--- config.mk ---
export PLATFORM = sky130hd
export DESIGN_NAME = dds_pwm_dac
export DESIGN_NICKNAME = d
export VERILOG_FILES = /design/src/rtl/dds_pkg.sv /design/src/rtl/pwm_frame_counter.sv /design/src/rtl/dds_pwm_dac.sv
export SDC_FILE = /design/constraint.sdc
export NUM_CORES = 1
export LEC_CHECK = 0
export BUFFER_PORTS_ARGS = -buffer_cell sky130_fd_sc_hd__buf_2
export CORE_MARGIN = 5
export CORE_UTILIZATION = 40
export DETAILED_ROUTE_END_ITERATION = 12
export PLACE_DENSITY_LB_ADDON = 0.05
export REMOVE_ABC_BUFFERS = 1
export SYNTH_ARGS = -nofsm -noshare
export SYNTH_HDL_FRONTEND = slang
export SYNTH_SLANG_ARGS = --single-unit
--- constraint.sdc ---
create_clock -name clk -period 2.3 [get_ports clk]
set_input_delay 0.345 -clock clk [delete_from_list [all_inputs] [get_ports clk]]
set_output_delay 0.345 -clock clk [all_outputs]
set_load 0.01 [all_outputs]
--- src/rtl/dds_pkg.sv ---
// Shared types and constants for the DDS PWM output stage.
package dds_pkg;
  typedef enum logic [1:0] {IDLE, RUN, DRAIN} state_e;

  localparam int         DEF_DATA_W   = 8;
  localparam int         MID_SCALE    = 1 << (DEF_DATA_W - 1);
  localparam logic [7:0] UNDERRUN_MAX = 8'd255;
endpackage

--- src/rtl/pwm_frame_counter.sv ---
// Free-running PWM frame counter; held at zero while not running.
module pwm_frame_counter #(
  parameter int DATA_W = 8
) (
  input  logic              clk,
  input  logic              rst,
  input  logic              run,
  output logic [DATA_W-1:0] cnt,
  output logic              wrap,
  output logic              frame_zero
);
  logic [DATA_W-1:0] cnt_q, cnt_d;

  always_comb begin
    cnt_d = run ? cnt_q + DATA_W'(1) : '0;
  end

  always_ff @(posedge clk) begin
    if (rst) cnt_q <= '0;
    else     cnt_q <= cnt_d;
  end

  assign cnt        = cnt_q;
  assign wrap       = run & (cnt_q == '1);
  assign frame_zero = (cnt_q == '0);
endmodule

--- src/rtl/dds_pwm_dac.sv ---
// Double-buffered signed-sample to PWM converter with underrun reporting
// and a drain-to-idle sequence when disabled.
module dds_pwm_dac
  import dds_pkg::*;
#(
  parameter int DATA_W = 8
) (
  input  logic              clk,
  input  logic              rst,
  input  logic              en,
  input  logic              s_valid,
  input  logic [DATA_W-1:0] s_data,
  output logic              s_ready,
  output logic              pwm_out,
  output logic              frame_start,
  output logic              underrun,
  output logic [7:0]        underrun_count
);
  localparam logic [DATA_W-1:0] MSB_MASK = {1'b1, {(DATA_W-1){1'b0}}};

  state_e            state_q, state_d;
  logic [DATA_W-1:0] shadow_q, shadow_d;
  logic              shadow_full_q, shadow_full_d;
  logic [DATA_W-1:0] active_q, active_d;
  logic              underrun_q, underrun_d;
  logic [7:0]        ucnt_q, ucnt_d;

  logic [DATA_W-1:0] cnt;
  logic              wrap, frame_zero, running, accept;

  assign running = (state_q != IDLE);
  assign accept  = s_valid & ~shadow_full_q;

  pwm_frame_counter #(.DATA_W(DATA_W)) u_cnt (
    .clk        (clk),
    .rst        (rst),
    .run        (running),
    .cnt        (cnt),
    .wrap       (wrap),
    .frame_zero (frame_zero)
  );

  always_comb begin
    state_d       = state_q;
    shadow_d      = shadow_q;
    shadow_full_d = shadow_full_q;
    active_d      = active_q;
    underrun_d    = 1'b0;
    ucnt_d        = ucnt_q;

    // Shadow holds the already offset-converted duty.
    if (accept) begin
      shadow_d      = s_data ^ MSB_MASK;
      shadow_full_d = 1'b1;
    end

    case (state_q)
      IDLE: begin
        if (en && shadow_full_q) begin
          state_d       = RUN;
          active_d      = shadow_q;
          shadow_full_d = 1'b0;
        end
      end
      RUN: begin
        if (wrap) begin
          if (shadow_full_q) begin
            active_d      = shadow_q;
            shadow_full_d = 1'b0;
          end else begin
            underrun_d = 1'b1;
            if (ucnt_q != UNDERRUN_MAX) ucnt_d = ucnt_q + 8'd1;
          end
        end
        if (!en) state_d = DRAIN;
      end
      DRAIN: begin
        if (en)        state_d = RUN;
        else if (wrap) state_d = IDLE;
      end
      default: state_d = IDLE;
    endcase
  end

  always_ff @(posedge clk) begin
    if (rst) begin
      state_q       <= IDLE;
      shadow_q      <= '0;
      shadow_full_q <= 1'b0;
      active_q      <= MSB_MASK;
      underrun_q    <= 1'b0;
      ucnt_q        <= 8'd0;
    end else begin
      state_q       <= state_d;
      shadow_q      <= shadow_d;
      shadow_full_q <= shadow_full_d;
      active_q      <= active_d;
      underrun_q    <= underrun_d;
      ucnt_q        <= ucnt_d;
    end
  end

  assign s_ready        = ~shadow_full_q;
  assign pwm_out        = running & (cnt < active_q);
  assign frame_start    = running & frame_zero;
  assign underrun       = underrun_q;
  assign underrun_count = ucnt_q;
endmodule

-- Yosys cells after proc, flatten, opt, wreduce, memory -nomap -nowiden
Index checks and enable logic that the tools add are counted.
- flip-flop bits (word level): 36
- input port bits: 12
- output and inout port bits: 12
- logic and storage cells: 53
- $add $sub $neg: 2
- $lt $le $gt $ge: 1
- eq/ne operators: 9
- multiplexer cells: 15
- bitwise operators: 9
- reduce and logical (&&, ||, !) cells: 10
- operators by type and width (cell ; count):
    $mux 8 ; 3
    $add 8x1->8 const B ; 2
    $pmux 8 s2 ; 1
    $eq 8x8->1 const B ; 1
    $logic_not 8->1 ; 1
    $lt 8x8->1 ; 1
    $mux 2 ; 4
    $ne 8x8->1 const B ; 1
    $reduce_and 4->1 ; 2
    $ne 2x2->1 const B ; 3
    $pmux 2 s3 ; 1
    $mux 1 ; 5
    $not 1->1 ; 5
    $and 1x1->1 ; 4
    $reduce_bool 2->1 ; 2
    $ne 3x2->1 const B ; 1
    $reduce_and 3->1 ; 1
    $reduce_or 3->1 ; 1
    $eq 2x1->1 const B ; 1
    $eq 2x2->1 const B ; 1
    $logic_not 2->1 ; 1
    $ne 2x1->1 const B ; 1
    $pmux 1 s2 ; 1
    $reduce_or 2->1 ; 1
    $logic_and 1x1->1 ; 1

-- Depth between registers and ports, before layout
- depth in word-level cells: 6
- mapped depth: 6
- mapped depth without buffers: 6

-- Hierarchy
From an unflattened synthesis, not the netlist that was laid out.
- cells, all modules: 189
- area total of the unflattened synthesis: 1654.1 um^2
- by module, submodules not included (module ; instances ; cells an instance ; area each (um^2) ; seq. area each (um^2)):
    dds_pwm_dac ; 1 ; 147 ; 1300.0 ; 560.5
    pwm_frame_counter ; 1 ; 42 ; 354.1 ; 160.2

-- Least setup slack after synthesis
OpenSTA, ideal clock, no wires.
- path type: reg2out
- start: reg u_cnt.cnt_q[5] (netlist: u_cnt.cnt[5])
- end: out pwm_out
- arrival time: 1643 ps
- data required time: 1955 ps
- slack: 312 ps
- cell stages (with the launch flop): 6
- path buffers: 0
- cell sequence: dfxtp_1 ha_1 a21o_1 a21oi_1 nor2b_1 a2111oi_0
- cells in the longest elaborated chain, start to end: 2
- RTL lines (what ; RTL line ; source):
    start: declaration ; pwm_frame_counter.sv:12 ; logic [DATA_W-1:0] cnt_q, cnt_d;
    start signal: assignment ; pwm_frame_counter.sv:20 ; else cnt_q <= cnt_d;
    $lt 8x8->1 ; dds_pwm_dac.sv:104 ; assign pwm_out = running & (cnt < active_q);
    $and 1x1->1 ; dds_pwm_dac.sv:104 ;
    end: declaration ; dds_pwm_dac.sv:14 ; output logic pwm_out,
Every way passes these cells.

-- Worst setup path in the final report
- start: reg active_q[1]
- end: out pwm_out
- cells in the longest elaborated chain, start to end: 2
- RTL lines (what ; RTL line ; source):
    start: declaration ; dds_pwm_dac.sv:24 ; logic [DATA_W-1:0] active_q, active_d;
    start signal: assignment ; dds_pwm_dac.sv:97 ; active_q <= active_d;
    $lt 8x8->1 ; dds_pwm_dac.sv:104 ;
    $and 1x1->1 ; dds_pwm_dac.sv:104 ;
Every way passes these cells.

==> results.md <==
Layout:
- In the final layout, the multi-input gates occupy 953 um2.
- Cells with a size suffix above 1 make up 21.1% of the layout.
- Once layout is complete, the utilization of the core stands at 46.1%.
- The count of antenna diodes in the layout is 0.
- The number of fill cells in the layout is 434.
- The number of standard cells in the final layout excluding fillers is 280.
- Relative to the synthesized area, the layout overhead comes to 12.2%.
- For this run, the post-layout net count is 250.
- The register area is 724 um2.
- The post-route cell area is 2010 um2.

Timing:
- After layout, the worst setup slack is 0.149 ns.
- Setup repair after global routing left no endpoint under its margin.
- The minimum clock period after layout is 2.15 ns.
- The worst-case hold slack is 0.241 ns.
- The number of endpoints with negative hold slack in the final report was 0.
- The transition time at the pin with the least slew margin is 0.597 ns.
- The max-slew violation total from the final report came to 0.
- The share of the cycle needed by the critical path after routing is 93.5%.
- The maximum clock skew at final layout is 0.00522 ns.
- Setup violations remaining at the end of the flow were counted as 0.
- The sum of negative setup slack is 0 ns.
- The headroom to the max-slew limit is 59.9%.
- For this run, the top clock speed supported by timing is 465 MHz.

CTS:
- In this run the deepest clock path goes through 2 buffers.
- Counting every sink on the clock net gives 36.
- The number of clock buffers added by TritonCTS is 5.
- The later pin in the worst-skew pair is clocked with a latency of 0.28 ns.
- CTS placed an instance of sky130_fd_sc_hd__clkbuf_8 at the clock tree root.
- TritonCTS built the clock tree.
- The H-tree was split into 2 levels.
- The clock slew seen by the registers of the worst setup and hold paths is 0.07 ns.

Critical path:
- The cell family with the largest share of critical-path delay is compound AO/OA/AOI/OAI gates.
- The maximum single-stage delay on the critical path is 0.38 ns.
- The arrival time of the worst setup path is 1.81 ns.
- The cell with the biggest individual delay on the critical path is sky130_fd_sc_hd__a2111oi_2.
- For the worst flop-to-flop path, the logic depth is 5.
- The required time reported for the critical path endpoint is 1.96 ns.
- The total number of cells along the worst setup path is 6.
- Walking the worst path, the cells encountered are inv_1 -> ha_1 -> a211oi_2 -> o21bai_1 -> a2111oi_2 -> buf_2.
- The critical path capture point type is an output pin.
- STA classifies the critical path startpoint as a register.
- The total buffers and inverters traversed by the critical path is 2.
- The largest fanout on the critical path is 2.
- The kind of critical path is reg2out.

Logic synthesis:
- By area, the combinational part of the netlist is dominated by simple AND/OR/NAND/NOR gates.
- After synthesis, flip-flops and latches occupy 40.3% of the total area.
- The number of warnings printed during yosys synthesis is 0.
- The xor/xnor cell area share of the yosys netlist is 2.94%.
- The fraction of synthesis flops using an asynchronous set or reset pin is 0%.
- Of the total synthesized cell area, the portion taken by AND, OR, NAND and NOR gates is 25.0%.
- For this run, the leading register cell type out of synthesis is sky130_fd_sc_hd__dfxtp_1.
- The synthesized design devotes to its leading area cell type 40.3% of total area.
- Summing the areas of all fa, ha and maj instances in the mapped netlist gives 7.00% of the synthesized area.
- The mux share of post-synthesis cell area is 0.560%.
- The synthesized design contains 36 register bits.
- The number of distinct standard cells referenced by the synthesized netlist is 49.
- The synthesized area divided by synthesized cell count is 8.72 um2.
- After synthesis the cells add up to 1790 um2.
- In the synthesized netlist, the cells that appear most often are sky130_fd_sc_hd__dfxtp_1, sky130_fd_sc_hd__a21oi_1, sky130_fd_sc_hd__nor2_1, sky130_fd_sc_hd__nand2_1, sky130_fd_sc_hd__nand3_1.
- The number of enable-type register cells in the synthesized netlist is 0.
- Yosys attributes the largest share of cell area to sky130_fd_sc_hd__dfxtp_1, sky130_fd_sc_hd__ha_1, sky130_fd_sc_hd__a21oi_1.
- The post-synthesis compound-gate area fraction is 17.2%.
- sky130_fd_sc_hd__dfxtp_1 is the most common cell in the netlist.
- The synthesized instance count is 205.
- sky130_fd_sc_hd__dfxtp_1 takes more of the synthesized area than any other cell.

Global route:
- The overall track demand over capacity in global routing is 13.6%.
- The first-pass GRT wire length is 6.78 mm.
- The via count of the first global-routing pass is 1514.
- The largest net degree at the start of global routing is 28.
- The number of antenna violations at the first check in global routing was 0.
- The remaining global-route overflow is 0.

Place:
- After detailed placement, the design holds a cell count of 273.
- After detailed placement, the total cell area comes to 1910 um2.
- Timing analysis after detailed placement gives a worst setup slack of 0.242 ns.
- The count of buffers from port buffering is 23.
- The HPWL after detailed placement is 2.79 mm.
- The final weighted congestion in routability-driven placement is 0.837.

Die:
- The die covers 5910 um2.
- The horizontal die dimension is 76.9 um.
- The y dimension of the die is 76.9 um.
- The I/O pin total is 24.
- The floorplan has 24 rows.
- In this run the standard cell core region covers 4350 um2.
- The initial utilization of the core area, before any placement, comes to 41.1%.

Power and ir drop:
- The total power density per cell area is 579 nW/um2.
- The total leakage power is 0.773 nW.
- The total design power is 1.16 mW.
- The worst-case IR drop observed on VDD is 0.217 mV.

Run status:
- The flow ran to the end, and the final reports show no timing, DRC or antenna violations.

Job:
- The max-capacitance violation count is 0.

Drt:
- The average wire per standard cell is 13.6 um.
- The routed design has 3.80 mm of wire.
- The number of detailed-route iterations in the first pass is 4.
- The vias after detailed routing is 1489.
- The count of nets left with antenna violations once routing finished came out at 0.
- For this block, the initial DRC count from the detailed router was 84.
- The DRC violation count after routing is 0.
- In the routed layout, each cell is associated on average with a via count of 5.32.

Min path:
- The min-delay analysis places its worst path in the category in2reg.
- The worst hold path was traced through 2 stages.
-- report_power, final --
group          internal [mW]  switching (mW)  leakage [nW]  total (mW)
Sequential             0.639          0.0138         0.294       0.653
Clock                  0.206           0.212        0.0410       0.418
Combinational         0.0362          0.0551         0.438      0.0913
Total                  0.881           0.281         0.773        1.16
-- sequential cells by signal, summed over array words and instances (netlist names) --
signal	count
underrun_count	8
u_cnt.cnt	8
active_q	8
shadow_full_q	1
underrun	1
state_q	2
shadow_q	8
-- layout by cell type, fill, tap and decap left out, types with 2 or more instances in the layout --
| cell | synthesis | layout |
|---|---|---|
| sky130_fd_sc_hd__nand2b_1 | 2 | 2 |
| sky130_fd_sc_hd__xor2_1 | 4 | 4 |
| sky130_fd_sc_hd__nand3_1 | 17 | 17 |
| sky130_fd_sc_hd__buf_2 | 1 | 23 |
| sky130_fd_sc_hd__and3_1 | 2 | 2 |
| sky130_fd_sc_hd__dfxtp_1 | 36 | 33 |
| sky130_fd_sc_hd__a21oi_1 | 20 | 20 |
| sky130_fd_sc_hd__o31ai_1 | 3 | 3 |
| sky130_fd_sc_hd__clkbuf_8 | 1 | 5 |
| sky130_fd_sc_hd__ha_1 | 10 | 10 |
| sky130_fd_sc_hd__nand4_1 | 3 | 3 |
| sky130_fd_sc_hd__o21ai_1 | 1 | 2 |
| sky130_fd_sc_hd__nor2_1 | 18 | 18 |
| sky130_fd_sc_hd__a211oi_1 | 3 | 2 |
| sky130_fd_sc_hd__nand2_1 | 17 | 17 |
| sky130_fd_sc_hd__xnor2_1 | 2 | 2 |
| sky130_fd_sc_hd__nor4_1 | 2 | 2 |
| sky130_fd_sc_hd__inv_1 | 15 | 15 |
| sky130_fd_sc_hd__nor2b_1 | 2 | 2 |
| sky130_fd_sc_hd__dfxtp_2 | 0 | 3 |
| sky130_fd_sc_hd__nor3_1 | 4 | 4 |
| sky130_fd_sc_hd__or4_1 | 3 | 3 |
| sky130_fd_sc_hd__a21o_1 | 7 | 7 |
| sky130_fd_sc_hd__buf_4 | 1 | 2 |
-- what timing repair did --
item / CTS / global route
gates resized for setup: 2 / 5
endpoints found under the hold margin: 0 / 0
pin swaps: 0 / 1
hold buffers: 0 / 0
setup buffers: 0 / 0
setup endpoints to repair: 1 / 1
-- final cells by class --
class | count | share of cell area [%]
timing repair buffer | 25 | 6.48
inverter | 15 | 2.81
clock inverter | 1 | 0.249
tap | 52 | 3.24
multi-input combinational | 145 | 47.5
sequential | 36 | 36.1
clock buffer | 6 | 3.62
-- routing by layer --
layer	routed length, um	global-route usage, %	up-vias
met4	55	5.42	0
li1	-	-	766
met1	1730	15.8	696
met3	116	3.28	7
met5	0	0	-
met2	1900	23.8	20
-- worst paths after layout --
kind                 from           endpoint  slack (ns)
min                    en         state_q[1]        0.24
max           active_q[1]            pwm_out        0.15
max reg2reg  u_cnt.cnt[0]  underrun_count[5]        0.42
min reg2reg   shadow_q[0]        shadow_q[0]        0.46
-- cell families after synthesis --
group	Yosys count
XOR/XNOR	6
AO/OA/AOI/OAI	46
flip-flops	36
buffers and inverters	24
AND/OR/NAND/NOR	82
adder cells (fa/ha/maj)	10
multiplexers	1
-- worst register-to-register path, stage by stage, from the launching register on --
cell,delay (ns)
sky130_fd_sc_hd__dfxtp_1,0.45
sky130_fd_sc_hd__ha_1,0.27
sky130_fd_sc_hd__and3_1,0.24
sky130_fd_sc_hd__nand3_4,0.16
sky130_fd_sc_hd__or4_1,0.54
sky130_fd_sc_hd__a21oi_1,0.15
Note: power is estimated with default switching activity, not from simulation.
